**src/rtl/game_outcome_fsm.sv**
```systemverilog
// game_outcome_fsm
//   Registered end-of-game arbiter. Tracks a SAFE/CHECK/MATED/STALE state
//   machine per side and folds mate, stalemate, resignation, flag-fall, the
//   halfmove rule and an optional full-move cap into one sticky outcome.
//
// Ports
//   clk, reset          : clock; asynchronous active-high reset
//   new_game            : synchronous restart (same effect as reset)
//   eval_valid          : strobe, in_check/has_legal_move valid for side_to_move
//   side_to_move        : 0 white, 1 black
//   in_check            : king of side_to_move attacked
//   has_legal_move      : side_to_move has a legal move
//   move_done           : strobe, side_to_move completed a move
//   move_resets_clock   : qualifies move_done (pawn move or capture)
//   resign_white/black  : resignation requests
//   flag_white/black    : clock expired
//   win_state           : 00 CONTINUE, 01 WHITEWIN, 10 BLACKWIN, 11 DRAW
//   end_reason          : 0 NONE 1 MATE 2 STALE 3 HALFMOVE 4 RESIGN 5 TIMEOUT 6 MOVE_CAP
//   game_over           : sticky end flag
//   check_white/black   : that king currently in check
//   halfmove_cnt        : halfmove clock
//   fullmove_cnt        : full-move number, starts at 1
module game_outcome_fsm #(
  parameter int HALFMOVE_LIMIT = 100,
  parameter int HM_W           = 7,
  parameter int MAX_FULLMOVES  = 0,
  parameter int FM_W           = 9
) (
  input  logic            clk,
  input  logic            reset,
  input  logic            new_game,
  input  logic            eval_valid,
  input  logic            side_to_move,
  input  logic            in_check,
  input  logic            has_legal_move,
  input  logic            move_done,
  input  logic            move_resets_clock,
  input  logic            resign_white,
  input  logic            resign_black,
  input  logic            flag_white,
  input  logic            flag_black,
  output logic [1:0]      win_state,
  output logic [2:0]      end_reason,
  output logic            game_over,
  output logic            check_white,
  output logic            check_black,
  output logic [HM_W-1:0] halfmove_cnt,
  output logic [FM_W-1:0] fullmove_cnt
);

  typedef enum logic [1:0] {
    SAFE  = 2'd0,
    CHECK = 2'd1,
    MATED = 2'd2,
    STALE = 2'd3
  } side_state_t;

  localparam logic [HM_W-1:0] HM_ONE = {{(HM_W-1){1'b0}}, 1'b1};
  localparam logic [FM_W-1:0] FM_ONE = {{(FM_W-1){1'b0}}, 1'b1};

  side_state_t     r_st_w, r_st_b, w_st_w_nxt, w_st_b_nxt;
  logic [HM_W-1:0] r_hm, w_hm_nxt;
  logic [FM_W-1:0] r_fm, w_fm_nxt;
  logic [1:0]      r_ws, w_ws_nxt;
  logic [2:0]      r_er, w_er_nxt;
  logic            r_over, w_over_nxt;
  logic            w_mate_w, w_mate_b, w_stale;

  // Evaluation result for the side to move; MATED/STALE never leave.
  function automatic side_state_t eval_next(input side_state_t cur,
                                            input logic chk,
                                            input logic legal);
    side_state_t nxt;
    if ((cur == MATED) || (cur == STALE)) begin
      nxt = cur;
    end else begin
      case ({chk, legal})
        2'b11:   nxt = CHECK;
        2'b01:   nxt = SAFE;
        2'b10:   nxt = MATED;
        default: nxt = STALE;
      endcase
    end
    return nxt;
  endfunction

  // Next-state: side FSMs, counters and the prioritised outcome decision.
  always_comb begin
    w_st_w_nxt = r_st_w;
    w_st_b_nxt = r_st_b;
    w_hm_nxt   = r_hm;
    w_fm_nxt   = r_fm;
    w_ws_nxt   = r_ws;
    w_er_nxt   = r_er;
    w_over_nxt = r_over;
    w_mate_w   = 1'b0;
    w_mate_b   = 1'b0;
    w_stale    = 1'b0;
    if (!r_over) begin
      // Counters update first so the outcome rules see post-move values.
      if (move_done) begin
        if (move_resets_clock) begin
          w_hm_nxt = '0;
        end else if (r_hm != {HM_W{1'b1}}) begin
          w_hm_nxt = r_hm + HM_ONE;
        end else begin
          w_hm_nxt = r_hm;
        end
        if (side_to_move && (r_fm != {FM_W{1'b1}})) begin
          w_fm_nxt = r_fm + FM_ONE;
        end else begin
          w_fm_nxt = r_fm;
        end
      end else begin
        w_hm_nxt = r_hm;
        w_fm_nxt = r_fm;
      end

      if (eval_valid) begin
        if (!side_to_move) begin
          w_st_w_nxt = eval_next(r_st_w, in_check, has_legal_move);
          w_st_b_nxt = SAFE;
        end else begin
          w_st_b_nxt = eval_next(r_st_b, in_check, has_legal_move);
          w_st_w_nxt = SAFE;
        end
      end else begin
        w_st_w_nxt = r_st_w;
        w_st_b_nxt = r_st_b;
      end

      w_mate_w = (w_st_w_nxt == MATED) && (r_st_w != MATED);
      w_mate_b = (w_st_b_nxt == MATED) && (r_st_b != MATED);
      w_stale  = ((w_st_w_nxt == STALE) && (r_st_w != STALE)) ||
                 ((w_st_b_nxt == STALE) && (r_st_b != STALE));

      if (w_mate_w) begin
        w_ws_nxt = 2'b10;
        w_er_nxt = 3'd1;
      end else if (w_mate_b) begin
        w_ws_nxt = 2'b01;
        w_er_nxt = 3'd1;
      end else if (w_stale) begin
        w_ws_nxt = 2'b11;
        w_er_nxt = 3'd2;
      end else if (resign_white || resign_black) begin
        w_ws_nxt = {resign_white, resign_black};
        w_er_nxt = 3'd4;
      end else if (flag_white || flag_black) begin
        w_ws_nxt = {flag_white, flag_black};
        w_er_nxt = 3'd5;
      end else if ((HALFMOVE_LIMIT != 0) && (32'(w_hm_nxt) >= HALFMOVE_LIMIT)) begin
        w_ws_nxt = 2'b11;
        w_er_nxt = 3'd3;
      end else if ((MAX_FULLMOVES != 0) && (32'(w_fm_nxt) > MAX_FULLMOVES)) begin
        w_ws_nxt = 2'b11;
        w_er_nxt = 3'd6;
      end else begin
        w_ws_nxt = 2'b00;
        w_er_nxt = 3'd0;
      end
      w_over_nxt = (w_ws_nxt != 2'b00);
    end else begin
      w_over_nxt = r_over;
    end
  end

  // State register; new_game overrides every other input in its cycle.
  always_ff @(posedge clk or posedge reset) begin
    if (reset) begin
      r_st_w <= SAFE;
      r_st_b <= SAFE;
      r_hm   <= '0;
      r_fm   <= FM_ONE;
      r_ws   <= 2'b00;
      r_er   <= 3'd0;
      r_over <= 1'b0;
    end else if (new_game) begin
      r_st_w <= SAFE;
      r_st_b <= SAFE;
      r_hm   <= '0;
      r_fm   <= FM_ONE;
      r_ws   <= 2'b00;
      r_er   <= 3'd0;
      r_over <= 1'b0;
    end else begin
      r_st_w <= w_st_w_nxt;
      r_st_b <= w_st_b_nxt;
      r_hm   <= w_hm_nxt;
      r_fm   <= w_fm_nxt;
      r_ws   <= w_ws_nxt;
      r_er   <= w_er_nxt;
      r_over <= w_over_nxt;
    end
  end

  assign win_state    = r_ws;
  assign end_reason   = r_er;
  assign game_over    = r_over;
  assign check_white  = (r_st_w == CHECK) || (r_st_w == MATED);
  assign check_black  = (r_st_b == CHECK) || (r_st_b == MATED);
  assign halfmove_cnt = r_hm;
  assign fullmove_cnt = r_fm;

endmodule

```
**config.mk**
```make
export PLATFORM = sky130hd
export DESIGN_NAME = game_outcome_fsm
export DESIGN_NICKNAME = d
export VERILOG_FILES = /design/src/rtl/game_outcome_fsm.sv
export SDC_FILE = /design/constraint.sdc
export NUM_CORES = 1
export LEC_CHECK = 0
export CORE_MARGIN = 1
export CORE_UTILIZATION = 51
export CTS_CLUSTER_DIAMETER = 100
export DETAILED_ROUTE_END_ITERATION = 8
export GPL_ROUTABILITY_DRIVEN = 0
export GPL_TIMING_DRIVEN = 0
export MAX_ROUTING_LAYER = met4
export PLACE_DENSITY = 0.78
export SLEW_MARGIN = 15
export SYNTH_ARGS = -nofsm -noshare
export SYNTH_HDL_FRONTEND = slang
export SYNTH_SLANG_ARGS = --single-unit
```
**constraint.sdc**
```tcl
create_clock -name clk -period 2.33 [get_ports clk]
set_input_delay 0.233 -clock clk [delete_from_list [all_inputs] [get_ports clk]]
set_output_delay 0.233 -clock clk [all_outputs]
set_load 0.005 [all_outputs]
```
Yosys cells after proc, flatten, opt, wreduce, memory -nomap -nowiden
Index checks and enable logic that the tools add are counted.
{"block": "word_totals", "input_bits": 13, "register_bits": 26}
{"block": "op_classes", "muxes": 42, "reduce_logical": 16, "eq_ne": 20, "order_cmp": 1, "addsub": 2}
{"cell": "$mux W2", "n": 22}
{"cell": "$mux W7", "n": 6}
{"cell": "$mux W9", "n": 4}
{"cell": "$mux W3", "n": 7}
{"cell": "$eq A2 B2 Y1 const B", "n": 10}
{"cell": "$ne A2 B2 Y1 const B", "n": 5}
{"cell": "$add A9 B1 Y9 const B", "n": 1}
{"cell": "$ne A9 B9 Y1 const B", "n": 1}
{"cell": "$add A7 B1 Y7 const B", "n": 1}
{"cell": "$ge A7 B7 Y1 const B", "n": 1}
{"cell": "$logic_or A1 B1 Y1", "n": 7}
{"cell": "$ne A7 B7 Y1 const B", "n": 1}
{"cell": "$eq A2 B1 Y1 const B", "n": 3}
{"cell": "$pmux W2 S3", "n": 1}
{"cell": "$reduce_bool A2 Y1", "n": 3}
{"cell": "$logic_and A1 B1 Y1", "n": 5}
{"cell": "$reduce_and A3 Y1", "n": 1}
{"cell": "$mux W1", "n": 2}

Depth between registers and ports, before layout
Gate-level depths: netlist (run 1).
{"block": "depth", "depth_word": 16, "depth_mapped": 8, "ltp_nobuf": 8}

Worst setup path after synthesis (run 1)
OpenSTA, ideal clock, no wires.
{"block": "synth_timing", "path_kind": "flip-flop to flip-flop", "startpoint": "register r_fm[1] (netlist: fullmove_cnt[1])", "endpoint": "register r_fm[5] (netlist: fullmove_cnt[5])", "t_arrival_ns": 1.895, "stages_incl_launch_ff": 9, "path_slack_ns": 0.357, "required_ns": 2.252, "period_less_slack_ns": 1.973, "setup_ns": 0.078, "path_cell_list": "dfrtp_1 -> ha_1 -> nand3_1 -> nor2_1 -> ha_1 -> nor3_4 -> nand4_4 -> or3_1 -> a21oi_1"}
{"block": "synth_between", "elab_chain_cells": 5}
{"element": "start: declaration", "line": "63", "rtl": "logic [FM_W-1:0] r_fm, w_fm_nxt;"}
{"element": "start signal: assignment", "line": "190", "rtl": "r_fm <= w_fm_nxt;"}
{"element": "$add A9 B1 Y9", "line": "110", "rtl": "w_fm_nxt = r_fm + FM_ONE;"}
{"element": "$mux W9", "line": "109", "rtl": "if (side_to_move && (r_fm != {FM_W{1'b1}})) begin"}
{"element": "$mux W9", "line": "101", "rtl": "if (move_done) begin"}
{"element": "$mux W9", "line": "99", "rtl": "if (!r_over) begin"}
{"element": "$mux W9", "line": "178", "rtl": "end else if (new_game) begin"}
Parallel ways exist; a longest one is shown, timed or not. The select of a mux whose other input is x is not followed.
A chain may end at the register's enable or synchronous reset.

Worst setup path in the final report (run 1)
Ends and elaborated chain as after synthesis.

==> out/qor.csv, run 1 <==
metric;value;unit
grt_max_degree;27;
clockBufferDepth;2;
worstSetupStartpointType;flop;
synth_adder_area_share;6.392;%
first_iter_violations;105;
cp_data_arrival_time;2.32;ns
overflow;0;
required;2.58;ns
worst_slew_pin_slew;0.9893;ns
clock_latency;0.32;ns
rsz0062_at_grt;false;
dpl.hpwl;3.050;mm
report.final.slew_viol_count;0;
cts_resized;0;
first_global_vias;1567;
die_h;60.78;um
finalSetupViolCount;0;
ys.flop_type;dfrtp_1;
synth_top_family_by_area;simple AND/OR/NAND/NOR gates;
finalNetCount;255;
syn-instance-count;194;
synth.top_cell.area_share;35.51;%
endpoint_kind;flop;
insertedDiodeCount;0;
place_ws;-0.02607;ns
grtUsageTotal;25.63;%
ys_seq_elements;26;
port_buffers;32;
maxCapViolCount;0;
vias;1590;
avgSynthCellArea;9.081;sq um
fin_crit_sh;88.62;%
initial_core_util;55.87;%
remaining_drc_errors;0;
synthesis.area;0.001762;sq mm
critical_path.max_fanout;5;
cts-root-buf;clkbuf_4;
dp_cells;270;
finish.instance_area;0.002188;sq mm
rows;20;
grt_pass1_wl;6.934;mm
hold_path.class;in2reg;
h-tree-depth;1;
wl;4.064;mm
synth_compound_area_share;20.03;%
drive_gt1_share;12.50;%
cts_buffers;3;
outcome;finished, final reports clean;
clk_pin_slew;0.13;ns
crit_start;fullmove_cnt[1];
fin_setup_tns;0;ns
cts.sinks;26;
p_leak;0.0008966;uW
die-area;0.003694;sq mm
period_needed;2.065;ns
synth_edf_count;0;
async_flop_share;100.0;%
wl_per_cell;14.72;um
synth-simple-area-share;26.28;%
yosys-top-cells-area;dfrtp_1 36%, ha_1 6.4%, nor2_1 5.1%;
num_io_pins;37;
yosysUniqueCellTypes;55;
clock_skew;0.003483;ns
setup_ws;0.2652;ns
cts_tree;yes;
synth.yosys.seq_area_share;37.00;%
antenna_found_initial;0;
hold_viol;0;
synth_xor_area_share;2.983;%
viasPerCell;5.761;
drtAntennaViolNets;0;
critical_path_class;reg2reg;
placed_cell_area;0.002137;sq mm
fillers;272;
rr_startpoint;fullmove_cnt[1];
hold_start;side_to_move;
ys_warn_count;0;
max_slew_margin;33.97;%
final_cells;276;
ir_drop;0.3717;mV
area_growth;24.22;%
die_w;60.78;um
synthMuxAreaShare;1.136;%
synth_fp_nets;216;
placeableCoreArea;0.003153;sq mm
max_freq;484.3;MHz
powerDensity;410.4;mW/mm^2
cts_hold_buf;0;
yosys.area.top_type;dfrtp_1;
dr.pass1.iters;4;
## worst max-delay path, cell delays in order (launching register included)
cell and delay (ns):
dfrtp_1 0.46, ha_1 0.26, nand3_1 0.10, nor2_1 0.05
ha_1 0.20, nor3_4 0.30, nand4_4 0.16, or3_1 0.32
a21oi_1 0.15
## metrics by stage
step | utilization [%] | total power [uW] | hold slack [ns]
6_report | 69.40 | 898.2 | 0.2340
5_1_grt | 69.40 | 950.4 | 0.2433
2_1_floorplan | - | 600.9 | 0.2723
4_1_cts | 68.93 | 907.1 | 0.2264
3_5_place_dp | 67.78 | 678.0 | 0.5186
3_3_place_gp | 67.78 | 669.9 | 0.5108
## per-layer routing
metal	part of all wire, %	track usage, %	wire (um)
met5	0	-	0
met4	0.25	7.143	10
met3	4.8	4.691	195
met2	50	42.54	2027
met1	45	31.99	1831
## cell type report
type                       instances  area [sq um]  area share (%)
buffer                            10         56.30           2.573
clock buffer                       4         36.28           1.658
inverter                          14         52.55           2.401
multi-input combinational        144          1001           45.74
sequential                        26         651.9           29.79
tap                               44         55.05           2.516
timing repair buffer              34         335.3           15.32
## flip-flops by register name (all words and copies together), names as in the netlist
name          count
fullmove_cnt      9
halfmove_cnt      7
r_st_w            2
end_reason        3
r_st_b            2
win_state         2
game_over         1
## cells by family after synthesis
| group | count (synthesis) |
|---|---|
| multiplexers | 2 |
| AO/OA/AOI/OAI | 51 |
| XOR/XNOR | 6 |
| buffers and inverters | 24 |
| adder cells (fa/ha/maj) | 9 |
| AND/OR/NAND/NOR | 76 |
| flip-flops | 26 |
## synth_stat cells (all sizes together) (2+ instances only)
cell     n
dfrtp   25
nor2    24
a21oi   16
inv     14
ha       9
nand2    9
nor3     9
nand3    7
o21ai    7
buf      6
nand4    5
a211oi   4
a31oi    4
clkbuf   4
xor2     4
and2     3
o211ai   3
or3      3
a21boi   2
a21o     2
a32oi    2
a41oi    2
and3     2
mux2i    2
nand2b   2
nor2b    2
nor4     2
nor4b    2
o31ai    2
o32ai    2
or4      2
xnor2    2
## power breakdown
part | switching, uW | leakage [uW] | total [uW] | internal [uW]
registers | 18.0 | 0.000352 | 485 | 467
clock network | 131 | 0.0000210 | 227 | 95.6
logic | 99.3 | 0.000524 | 187 | 87.5
total | 248 | 0.000897 | 898 | 650
## timing repair
action | CTS | global route
setup endpoints to repair | 0 | 1
hold endpoints to repair | 0 | 0
buffers inserted | 0 | 2
## placed cells by master (no fill, tap or decap), types with 2 or more instances in the layout
cell type,netlist,layout
a211oi_1,4,4
a21o_1,2,2
a21oi_1,15,15
a31oi_1,4,4
a32oi_1,2,2
a41oi_1,2,2
and2_1,2,2
and3_1,2,2
buf_2,3,3
buf_4,2,4
clkbuf_1,4,4
clkbuf_4,0,3
clkdlybuf4s50_1,0,32
dfrtp_1,25,25
ha_1,9,9
inv_1,14,14
mux2i_1,2,2
nand2_1,8,8
nand3_1,5,5
nand3_2,2,2
nand4_1,4,4
nor2_1,24,24
nor2b_1,2,2
nor3_1,6,6
nor3_2,2,2
nor4_1,2,2
nor4b_2,2,2
o211ai_2,2,2
o21ai_0,7,7
o31ai_1,2,2
or3_1,3,3
or4_1,2,2
xnor2_1,2,2
xor2_1,4,4
## final timing paths
kind / endpoint / slack, ns / cells after the start
worst min-delay path: r_st_w[0] / 0.23 / 3
worst min register to register: end_reason[2] / 0.53 / 2
worst max-delay path: fullmove_cnt[5] / 0.27 / 8
min in group asynchronous: fullmove_cnt[3] / 0.42 / 2
max in group asynchronous: halfmove_cnt[2] / 1.31 / 2
worst max register to register: fullmove_cnt[5] / 0.27 / 8
Power figures use the tool's default switching activity.
==> inputs of run 2 (changes only) <==
--- a/config.mk
+++ b/config.mk
@@ -5,6 +5,7 @@
 export SDC_FILE = /design/constraint.sdc
 export NUM_CORES = 1
 export LEC_CHECK = 0
+export CAP_MARGIN = 15
 export CORE_MARGIN = 1
 export CORE_UTILIZATION = 51
 export CTS_CLUSTER_DIAMETER = 100
==> constraint.sdc (replaced) <==
create_clock -name clk -period 2.25 [get_ports clk]
set_input_delay 0.225 -clock clk [delete_from_list [all_inputs] [get_ports clk]]
set_output_delay 0.225 -clock clk [all_outputs]
set_load 0.005 [all_outputs]
==> results of run 2 <==
Same layout as run 1 (identical final DEF). Status: finished, final reports clean.
Among the figures that moved: setup slack after placement -0.02607 ns -> -0.09807 ns; setup slack after layout 0.2652 ns -> 0.1852 ns; hold slack 0.2340 ns -> 0.2260 ns; register-to-register setup slack 0.27 ns -> 0.19 ns; total power 898.2 uW -> 930.1 uW; worst IR drop on VDD 0.3717 mV -> 0.3849 mV
